--- src/rtl/mac_pkg.sv ---
// Shared opcodes and width helpers for the multi-lane MAC engine.
package mac_pkg;

    localparam int unsigned MAC_OP_NOP   = 0;
    localparam int unsigned MAC_OP_ACC   = 1;
    localparam int unsigned MAC_OP_LOAD  = 2;
    localparam int unsigned MAC_OP_CLEAR = 3;

    function automatic int unsigned clog2(input int unsigned v);
        int unsigned r;
        r = 0;
        while ((64'(1) << r) < 64'(v)) r++;
        return r;
    endfunction

    // Full-precision width of a LANES-wide dot product.
    function automatic int unsigned sum_width(input int unsigned in_bit,
                                              input int unsigned weight_bit,
                                              input int unsigned lanes);
        return in_bit + weight_bit + clog2(lanes);
    endfunction

endpackage

--- src/rtl/mac_sum_tree.sv ---
// Registered signed adder tree over LANES packed products (pipeline stage S).
module mac_sum_tree
    import mac_pkg::*;
#(
    parameter int unsigned PROD_BIT = 16,
    parameter int unsigned LANES    = 4,
    parameter int unsigned SUM_BIT  = PROD_BIT + clog2(LANES)
) (
    input  logic                        clk,
    input  logic [LANES*PROD_BIT-1:0]   prod_i,
    output logic signed [SUM_BIT-1:0]   sum_o
);

    localparam int unsigned LEVELS = clog2(LANES);

    // Operand count at a level; an odd leftover passes straight through.
    function automatic int unsigned lvl_cnt(input int unsigned l);
        return (LANES + (1 << l) - 1) >> l;
    endfunction

    logic signed [SUM_BIT-1:0] node [LEVELS+1][LANES+1];
    logic signed [SUM_BIT-1:0] sum_q;

    always_comb begin
        for (int unsigned l = 0; l <= LEVELS; l++)
            for (int unsigned i = 0; i <= LANES; i++)
                node[l][i] = '0;
        for (int unsigned i = 0; i < LANES; i++)
            node[0][i] = SUM_BIT'($signed(prod_i[i*PROD_BIT +: PROD_BIT]));
        for (int unsigned l = 0; l < LEVELS; l++) begin
            for (int unsigned i = 0; i < (LANES + 1) / 2; i++) begin
                if (2*i + 1 < lvl_cnt(l))
                    node[l+1][i] = node[l][2*i] + node[l][2*i+1];
                else if (2*i < lvl_cnt(l))
                    node[l+1][i] = node[l][2*i];
            end
        end
    end

    always_ff @(posedge clk) begin
        sum_q <= node[LEVELS][0];
    end

    assign sum_o = sum_q;

endmodule

--- src/rtl/mac_dot_acc.sv ---
// Multi-lane dot-product MAC: product stage P, adder-tree stage S, accumulate stage A.
// Define MAC_SAT_EN to saturate ACC instead of wrapping.
module mac_dot_acc
    import mac_pkg::*;
#(
    parameter int unsigned IN_BIT     = 8,
    parameter int unsigned WEIGHT_BIT = 8,
    parameter int unsigned LANES      = 4,
    parameter int unsigned OUT_BIT    = 24,
    parameter int unsigned OP_BIT     = 2
) (
    input  logic                            clk,
    input  logic                            rst,
    input  logic                            in_valid,
    input  logic                            in_last,
    input  logic [OP_BIT-1:0]               op,
    input  logic [LANES*IN_BIT-1:0]         data_in,
    input  logic [LANES*WEIGHT_BIT-1:0]     weight,
    output logic signed [OUT_BIT-1:0]       data_out,
    output logic                            out_valid,
    output logic                            ovf
);

    localparam int unsigned PROD_BIT = IN_BIT + WEIGHT_BIT;
    localparam int unsigned SUM_BIT  = sum_width(IN_BIT, WEIGHT_BIT, LANES);
    localparam int unsigned WIDE_BIT = OUT_BIT + 1;

    logic [LANES*PROD_BIT-1:0]  prod_c;
    logic signed [PROD_BIT-1:0] a_s, w_s;

    logic [LANES*PROD_BIT-1:0]  p_prod_q;
    logic [OP_BIT-1:0]          p_op_q, s_op_q;
    logic                       p_vld_q, p_last_q, s_vld_q, s_last_q;
    logic signed [SUM_BIT-1:0]  sum_s;

    logic signed [OUT_BIT-1:0]  acc_q, acc_d, ext_c;
    logic signed [WIDE_BIT-1:0] wide_c;
    logic                       ovf_q, ovf_d, vld_q, vld_d, acc_ovf_c;

    // Operands are widened before multiplying so the product is exact.
    always_comb begin
        prod_c = '0;
        a_s    = '0;
        w_s    = '0;
        for (int unsigned i = 0; i < LANES; i++) begin
            a_s = PROD_BIT'($signed(data_in[i*IN_BIT +: IN_BIT]));
            w_s = PROD_BIT'($signed(weight[i*WEIGHT_BIT +: WEIGHT_BIT]));
            prod_c[i*PROD_BIT +: PROD_BIT] = a_s * w_s;
        end
    end

    always_ff @(posedge clk) begin
        if (rst) begin
            p_vld_q <= 1'b0;
            s_vld_q <= 1'b0;
        end else begin
            p_vld_q <= in_valid;
            s_vld_q <= p_vld_q;
        end
        p_prod_q <= prod_c;
        p_op_q   <= op;
        p_last_q <= in_last;
        s_op_q   <= p_op_q;
        s_last_q <= p_last_q;
    end

    mac_sum_tree #(
        .PROD_BIT (PROD_BIT),
        .LANES    (LANES),
        .SUM_BIT  (SUM_BIT)
    ) u_sum_tree (
        .clk    (clk),
        .prod_i (p_prod_q),
        .sum_o  (sum_s)
    );

    // Sum always fits OUT_BIT, so sign extension itself never clips.
    assign ext_c     = OUT_BIT'(sum_s);
    assign wide_c    = WIDE_BIT'(acc_q) + WIDE_BIT'(ext_c);
    assign acc_ovf_c = wide_c[OUT_BIT] ^ wide_c[OUT_BIT-1];

    always_comb begin
        acc_d = acc_q;
        ovf_d = ovf_q;
        vld_d = s_vld_q & s_last_q;
        if (s_vld_q) begin
            case (s_op_q)
                OP_BIT'(MAC_OP_ACC): begin
                    acc_d = wide_c[OUT_BIT-1:0];
                    ovf_d = ovf_q | acc_ovf_c;
`ifdef MAC_SAT_EN
                    if (acc_ovf_c)
                        acc_d = wide_c[OUT_BIT] ? {1'b1, {(OUT_BIT-1){1'b0}}}
                                                : {1'b0, {(OUT_BIT-1){1'b1}}};
`endif
                end
                OP_BIT'(MAC_OP_LOAD): begin
                    acc_d = ext_c;
                    ovf_d = 1'b0;
                end
                OP_BIT'(MAC_OP_CLEAR): begin
                    acc_d = '0;
                    ovf_d = 1'b0;
                end
                default: ;
            endcase
        end
    end

    always_ff @(posedge clk) begin
        if (rst) begin
            acc_q <= '0;
            ovf_q <= 1'b0;
            vld_q <= 1'b0;
        end else begin
            acc_q <= acc_d;
            ovf_q <= ovf_d;
            vld_q <= vld_d;
        end
    end

    assign data_out  = acc_q;
    assign out_valid = vld_q;
    assign ovf       = ovf_q;

endmodule

--- config.mk ---
export PLATFORM = sky130hd
export DESIGN_NAME = mac_dot_acc
export DESIGN_NICKNAME = d
export VERILOG_FILES = /design/src/rtl/mac_pkg.sv /design/src/rtl/mac_sum_tree.sv /design/src/rtl/mac_dot_acc.sv
export SDC_FILE = /design/constraint.sdc
export NUM_CORES = 1
export LEC_CHECK = 0
export CAP_MARGIN = 20
export CORE_MARGIN = 3
export CORE_UTILIZATION = 62
export DETAILED_ROUTE_END_ITERATION = 16
export PLACE_DENSITY = 0.9
export SYNTH_ARGS = -nofsm -noshare
export SYNTH_HDL_FRONTEND = slang
export SYNTH_HIERARCHICAL = 1
export SYNTH_SLANG_ARGS = --single-unit
--- constraint.sdc ---
create_clock -name clk -period 6 [get_ports clk]
set_clock_uncertainty 0.1 [all_clocks]
set_input_delay 0.6 -clock clk [delete_from_list [all_inputs] [get_ports clk]]
set_output_delay 0.6 -clock clk [all_outputs]
set_load 0.005 [all_outputs]
==> results of run 1 <==
power groups by stage:
stage	combinational, uW	clock [uW]	sequential (uW)
floorplan	6290	0	1270
global placement	7470	0	1320
detailed placement	7850	0	1330
CTS	8170	1060	1320
global route	9220	1090	1340
finish	8300	1060	1320
per-stage QoR:
| stage | std cells | utilization [%] | hold slack (ns) | total power (uW) | instance area [um2] |
|---|---|---|---|---|---|
| after global routing | 2194 | 71.8 | 0.229 | 11700 | 17800 |
| after detailed placement | 2163 | 69.3 | 0.212 | 9180 | 17200 |
| after global placement | 2163 | 69.3 | 0.214 | 8790 | 17200 |
| final | 2194 | 71.8 | 0.221 | 10700 | 17800 |
| after floorplan | 1759 | - | 0.210 | 7560 | 15900 |
| after CTS | 2194 | 71.8 | 0.220 | 10600 | 17800 |
worst max-delay path by stage:
stage	from	end	slack [ns]	depth (start not counted)
final	weight[15]	p_prod_q[30]	0.85	16
after global routing	weight[15]	p_prod_q[30]	0.54	16
after CTS	weight[15]	p_prod_q[30]	0.87	16
after detailed placement	weight[2]	p_prod_q[15]	0.49	17
after global placement	weight[18]	p_prod_q[47]	0.64	16
after floorplan	weight[4]	p_prod_q[15]	1.44	15
layout make-up:
cell class	count	area (um2)
flip-flops and latches	116	2320
well taps	324	405
repair buffers	97	966
multi-input cells	1195	11800
fillers	1680	6990
inverters	431	1620
clock buffers	21	450
clock inverters	10	156
kinds of logic (layout without fill, tap and decap cells):
logic type / Yosys count / in the layout / share of synthesized area (%)
and+or+nand+nor: 448 / 448 / 14.9
buffers and inverters: 448 / 559 / 10.7
adders and majority gates: 411 / 411 / 44.4
AOI/OAI and AO/OA: 235 / 235 / 9.61
DFF: 116 / 116 / 14.6
xor gates and xnor gates: 95 / 95 / 5.25
muxes: 6 / 6 / 0.402
state kept, by name, summed over array words and instances (netlist names):
| name | count |
|---|---|
| data_out | 24 |
| out_valid | 1 |
| ovf | 1 |
| p_last_q | 1 |
| p_op_q | 2 |
| p_prod_q | 64 |
| p_vld_q | 1 |
| s_last_q | 1 |
| s_op_q | 2 |
| s_vld_q | 1 |
| u_sum_tree/sum_o | 18 |
cells in the final DEF (no fill, tap or decap), types with 17 or more instances in the layout:
cell type                         count
sky130_fd_sc_hd__nor2b_1             33
sky130_fd_sc_hd__fa_1               254
sky130_fd_sc_hd__inv_1              431
sky130_fd_sc_hd__nand2_1             99
sky130_fd_sc_hd__and2_1             172
sky130_fd_sc_hd__ha_1               157
sky130_fd_sc_hd__o21ai_0             50
sky130_fd_sc_hd__nor2_1              69
sky130_fd_sc_hd__clkbuf_16           17
sky130_fd_sc_hd__a21o_1              20
sky130_fd_sc_hd__a21oi_1             68
sky130_fd_sc_hd__xor2_1              26
sky130_fd_sc_hd__o21a_1              18
sky130_fd_sc_hd__nor3_1              17
sky130_fd_sc_hd__dfxtp_1            116
sky130_fd_sc_hd__clkdlybuf4s50_1     95
sky130_fd_sc_hd__xnor2_1             69
layer usage:
metal / vias to the layer above / share of wire, % / GRT usage, %
met5: - / 0 / 0
met4: 0 / 3.7 / 10.8
met3: 120 / 4.5 / 3.83
met2: 429 / 53 / 48.6
met1: 5963 / 39 / 30.6
li1: 5640 / - / -
==> impl_metrics.py, run 1 <==
metrics = {
    "logic_synthesis": {
        "postSynth.topFlopCell": "sky130_fd_sc_hd__dfxtp_1",
        "synth_cells": 1759,
        "ys_types": 62,
        "post_synthesis_area_per_instance_um2": 9.02,
        "syn_nets": 2240,
        "synth.yosys.warnings": 6,
        "synth-seq-cells": 116,
        "synth_enable_flop_cells": 0,
        "yosys-top-cells-count": "431 x sky130_fd_sc_hd__inv_1, 254 x sky130_fd_sc_hd__fa_1, 172 x sky130_fd_sc_hd__and2_1, 157 x sky130_fd_sc_hd__ha_1, 116 x sky130_fd_sc_hd__dfxtp_1",
        "synth_seq_area_share_pct": 14.6,
        "synth_largest_area_cell": "sky130_fd_sc_hd__fa_1",
        "postSynth.asyncResetShare_pct": 0,
        "synth_area_leaders": "sky130_fd_sc_hd__fa_1 32%, sky130_fd_sc_hd__dfxtp_1 15%, sky130_fd_sc_hd__ha_1 12%, sky130_fd_sc_hd__inv_1 10%, sky130_fd_sc_hd__and2_1 6.8%",
        "post-synth-top-area-fraction_pct": 32.1,
        "yosysMostFrequentCell": "sky130_fd_sc_hd__inv_1",
        "synth_area_um2": 15900,
    },
    "critical_path": {
        "r2r_slack_ns": 2.40,
        "cpMaxStageDelayCell": "sky130_fd_sc_hd__clkdlybuf4s50_1",
        "r2r_start": "p_prod_q[1]",
        "crit_path_cell_trace": "clkdlybuf4s50_1, nand2b_1, fa_1, fa_1, inv_1, fa_1, inv_1, fa_1, inv_1, ha_1, o21ai_0, a21boi_0, o21ai_0, a211oi_1, mux2i_1, nand3_1",
        "worst-path-max-fanout": 9,
        "critPathKind": "in -> reg",
        "worstSetupEndpointType": "flop",
        "number_of_buffer_and_inverter_stages_on_the_critical_path": 4,
        "worstPathArrival_ns": 5.35,
        "start_kind": "primary input",
        "critical_path_required_time_ns": 6.20,
        "cpMostUsedCell": "sky130_fd_sc_hd__fa_1",
        "regToRegEndpoint": "u_sum_tree/sum_o[11]",
        "slowest_delay_ns": 0.64,
        "worst_path_dominant_cell_family": "adder cells",
        "rr_worst_depth": 9,
    },
    "clock_network": {
        "tritoncts.num_buffers": 17,
        "post_cts_setup_inserts": 0,
        "cts_hold_repair.buffers": 0,
        "cts-root-to-sink-buffers": 2,
        "worst_skew_pair.late_latency_ns": 0.43,
        "clock_tree.root_cell": "sky130_fd_sc_hd__clkbuf_16",
        "post_cts.resized_instances": 0,
        "cts_tree": "yes",
        "clk_pin_slew_ns": 0.05,
        "cts_num_sinks": 116,
        "cts-htree-levels": 4,
    },
    "sta": {
        "timing.setup.tns_ns": 0,
        "max-slew-margin-rel_pct": 39.6,
        "tightest_slew_ns": 0.904,
        "max_freq_mhz": 194,
        "period_share_pct": 85.8,
        "grt_setup_unrepaired": "no",
        "slew_violations": 0,
        "finalSetupViolations": 0,
        "final_worst_setup_slack_ns": 0.853,
        "final_hold_viol_count": 0,
        "period_needed_ns": 5.15,
    },
    "power_and_ir_drop": {
        "power.density_cell_area_nw_per_um2": 601,
        "power.clock.fraction_pct": 9.9,
        "power.combinational.fraction_pct": 77.7,
        "netSwitchingPower_uw": 5270,
        "power.sequential.fraction_pct": 12.4,
        "power.internal_uw": 5410,
        "vdd_drop_max_v": 0.000700,
        "leakagePower_uw": 0.00876,
        "fraction_of_power_spent_switching_nets_pct": 49.3,
    },
    "run_status": {
        "outcome": "complete, no violations",
    },
    "finish": {
        "area.growth.synth_to_final_pct": 11.9,
        "post_route_cells_drive_above_1_share_pct": 2.51,
        "antenna_fix_cells": 0,
        "num-nets-final": 2339,
    },
    "routing": {
        "vias": 12152,
        "via_cell_ratio": 5.54,
        "final_antenna_net_count": 0,
        "drc": 0,
        "totalWireLength_um": 35500,
        "wl_per_cell_um": 16.2,
        "detail_route.first_pass.iterations": 6,
        "drtIter0Drc": 823,
    },
    "floorplanning": {
        "die_y_um": 166,
        "die_x_um": 166,
        "pin_count": 96,
        "rows": 57,
        "design.core.area_um2": 24700,
        "floorplan.initialDensity_pct": 64.1,
        "floorplan.die_area_um2": 27500,
    },
    "worst_hold_path": {
        "hold_path.class": "reg -> reg",
        "holdCritStartpoint": "p_last_q",
        "min_to": "s_last_q",
        "hold_depth": 0,
    },
    "global_route": {
        "grt_antenna_before_repair": 0,
        "via_count_of_the_first_global_routing_pass": 13193,
        "grt_start_max_net_pins": 27,
        "grt_pass1_wl_um": 60600,
        "gr-total-overflow": 0,
        "grt.total_usage_pct": 26.3,
    },
    "flow_run": {
        "max_cap_violations": 0,
    },
    "placed_design": {
        "global_placer_s_final_weighted_congestion": 0.894,
        "io_buffer_count": 95,
        "place_ws_ns": 0.495,
        "dp_hpwl_um": 28800,
    },
}
Note: power is estimated with default switching activity, not from simulation.
==> inputs of run 2 (changes only) <==
--- a/config.mk
+++ b/config.mk
@@ -6,6 +6,7 @@
 export NUM_CORES = 1
 export LEC_CHECK = 0
 export CAP_MARGIN = 20
+export CORE_ASPECT_RATIO = 0.8
 export CORE_MARGIN = 3
 export CORE_UTILIZATION = 62
 export DETAILED_ROUTE_END_ITERATION = 16
==> impl_metrics.py, run 2 (synthesis gave the netlist of run 1 again) <==
metrics = {
    "critical_path": {
        "worstSetupEndpointType": "flop",
        "critical_path_required_time_ns": 6.19,
        "start_kind": "primary input",
        "worst-path-max-fanout": 9,
        "crit_path_cell_trace": "clkdlybuf4s50_1, nand2b_1, fa_1, fa_1, inv_1, fa_1, inv_1, fa_1, inv_1, ha_1, o21ai_0, a21boi_0, o21ai_0, a211oi_1, mux2i_1, nand3_1",
        "cpMostUsedCell": "sky130_fd_sc_hd__fa_1",
        "cpMaxStageDelayCell": "sky130_fd_sc_hd__clkdlybuf4s50_1",
        "slowest_delay_ns": 0.65,
        "worstPathArrival_ns": 5.37,
        "critPathKind": "in -> reg",
    },
    "sta": {
        "period_needed_ns": 5.19,
        "period_share_pct": 86.5,
        "grt_setup_unrepaired": "no",
        "slew_violations": 0,
        "tightest_slew_ns": 0.904,
        "timing.setup.tns_ns": 0,
        "finalSetupViolations": 0,
        "final_hold_viol_count": 0,
        "max-slew-margin-rel_pct": 39.6,
        "max_freq_mhz": 193,
        "final.hold.worst_slack_ns": 0.227,
    },
    "global_route": {
        "grt_start_max_net_pins": 27,
        "grt_antenna_before_repair": 0,
        "grt_pass1_wl_um": 61100,
        "gr-total-overflow": 0,
        "grt.total_usage_pct": 27.5,
        "via_count_of_the_first_global_routing_pass": 13053,
    },
    "floorplanning": {
        "floorplan.initialDensity_pct": 64.1,
        "pin_count": 96,
        "die_y_um": 149,
        "die_x_um": 185,
        "floorplan.die_area_um2": 27600,
        "rows": 51,
        "design.core.area_um2": 24800,
    },
    "finish": {
        "finalInstanceArea_um2": 17700,
        "area.growth.synth_to_final_pct": 11.5,
        "antenna_fix_cells": 0,
        "mostFrequentLayoutCell": "sky130_fd_sc_hd__inv_1",
        "final_cell_count_no_fill": 2189,
        "largest_register_ffs": 64,
        "finished_core_util_pct": 71.4,
        "registers.top_by_ff_count": "p_prod_q",
        "num-nets-final": 2339,
        "final_cell_mix": "431 x sky130_fd_sc_hd__inv_1, 254 x sky130_fd_sc_hd__fa_1, 172 x sky130_fd_sc_hd__and2_1",
        "post_route_cells_drive_above_1_share_pct": 2.57,
    },
    "clock_network": {
        "clk_pin_slew_ns": 0.05,
        "clock_tree.root_cell": "sky130_fd_sc_hd__clkbuf_16",
        "worst_skew_pair.late_latency_ns": 0.42,
        "cts_hold_repair.buffers": 0,
        "cts_tree": "yes",
        "cts-htree-levels": 4,
        "cts_num_sinks": 116,
        "cts-root-to-sink-buffers": 2,
        "tritoncts.num_buffers": 17,
        "post_cts_setup_inserts": 0,
        "post_cts.resized_instances": 0,
    },
    "routing": {
        "drc": 0,
        "via_cell_ratio": 5.50,
        "detail_route.first_pass.iterations": 6,
        "final_antenna_net_count": 0,
        "drtIter0Drc": 762,
        "vias": 12044,
        "wl_per_cell_um": 16.2,
        "totalWireLength_um": 35500,
    },
    "flow_run": {
        "max_cap_violations": 0,
    },
    "placed_design": {
        "dp_hpwl_um": 29200,
        "post-place-cells": 2157,
        "global_placer_s_final_weighted_congestion": 0.904,
        "placed_area_um2": 17100,
        "io_buffer_count": 95,
    },
    "power_and_ir_drop": {
        "power.density_cell_area_nw_per_um2": 598,
        "leakagePower_uw": 0.00873,
        "vdd_drop_max_v": 0.000686,
    },
    "run_status": {
        "outcome": "complete, no violations",
    },
    "worst_hold_path": {
        "hold_path.class": "reg -> reg",
    },
}
==> run 2: cell count changes in the layout (fill, tap and decap cells not counted) <==
cell / change
sky130_fd_sc_hd__bufinv_16: -3
sky130_fd_sc_hd__clkinv_2: +2
sky130_fd_sc_hd__clkinvlp_4: +2
sky130_fd_sc_hd__clkbuf_8: +1
sky130_fd_sc_hd__clkinv_4: -1
==> run 2: final cells by class <==
class / instances / area [um2]
flip-flops and latches: 116 / 2320
multi-input cells: 1195 / 11800
well taps: 318 / 398
fillers: 1751 / 7070
clock buffers: 22 / 464
clock inverters: 10 / 82.6
inverters: 431 / 1620
repair buffers: 97 / 966
==> run 2: through the flow <==
step           power (uW)  setup slack (ns)
6_report            10600             0.812
5_1_grt             11600             0.549
4_1_cts             10500             0.868
3_5_place_dp         9260             0.520
3_3_place_gp         8810             0.632
2_1_floorplan        7560              1.44
==> run 2: routing by layer <==
layer | GRT usage, % | routed length (um)
met1 | 34.7 | 14700
met2 | 48.1 | 18000
met3 | 3.68 | 1730
met4 | 10.6 | 1070
met5 | 0 | 0
==> run 2: final timing paths <==
check                           cells after the start              endpoint  slack, ns        start
worst min register to register                      0             s_op_q[1]       0.23    p_op_q[1]
worst max register to register                      9  u_sum_tree/sum_o[15]       2.47  p_prod_q[1]
worst max-delay path                               16          p_prod_q[30]       0.81   weight[15]
worst min-delay path                                0             s_op_q[1]       0.23    p_op_q[1]
==> run 2: where the power goes <==
group          total (uW)  switching, uW  internal, uW
Combinational        8310           4780          3530
Sequential           1330            146          1180
Clock                 936            351           584
Total               10600           5270          5300
==> run 2: worst max-delay path: cells and delay by family <==
family          cells  cell delay [ns]
fa+ha+maj           5             2.44
compound gates      4             0.98
buf+inv             4             0.81
mux                 1             0.28
simple gates        2             0.26
==> inputs of run 3 (changes only) <==
--- a/config.mk
+++ b/config.mk
@@ -11,6 +11,7 @@
 export CORE_UTILIZATION = 62
 export DETAILED_ROUTE_END_ITERATION = 16
 export PLACE_DENSITY = 0.9
+export SLEW_MARGIN = 20
 export SYNTH_ARGS = -nofsm -noshare
 export SYNTH_HDL_FRONTEND = slang
 export SYNTH_HIERARCHICAL = 1
==> results of run 3 <==
No change in the layout: final DEF, timing and power equal those of run 2.
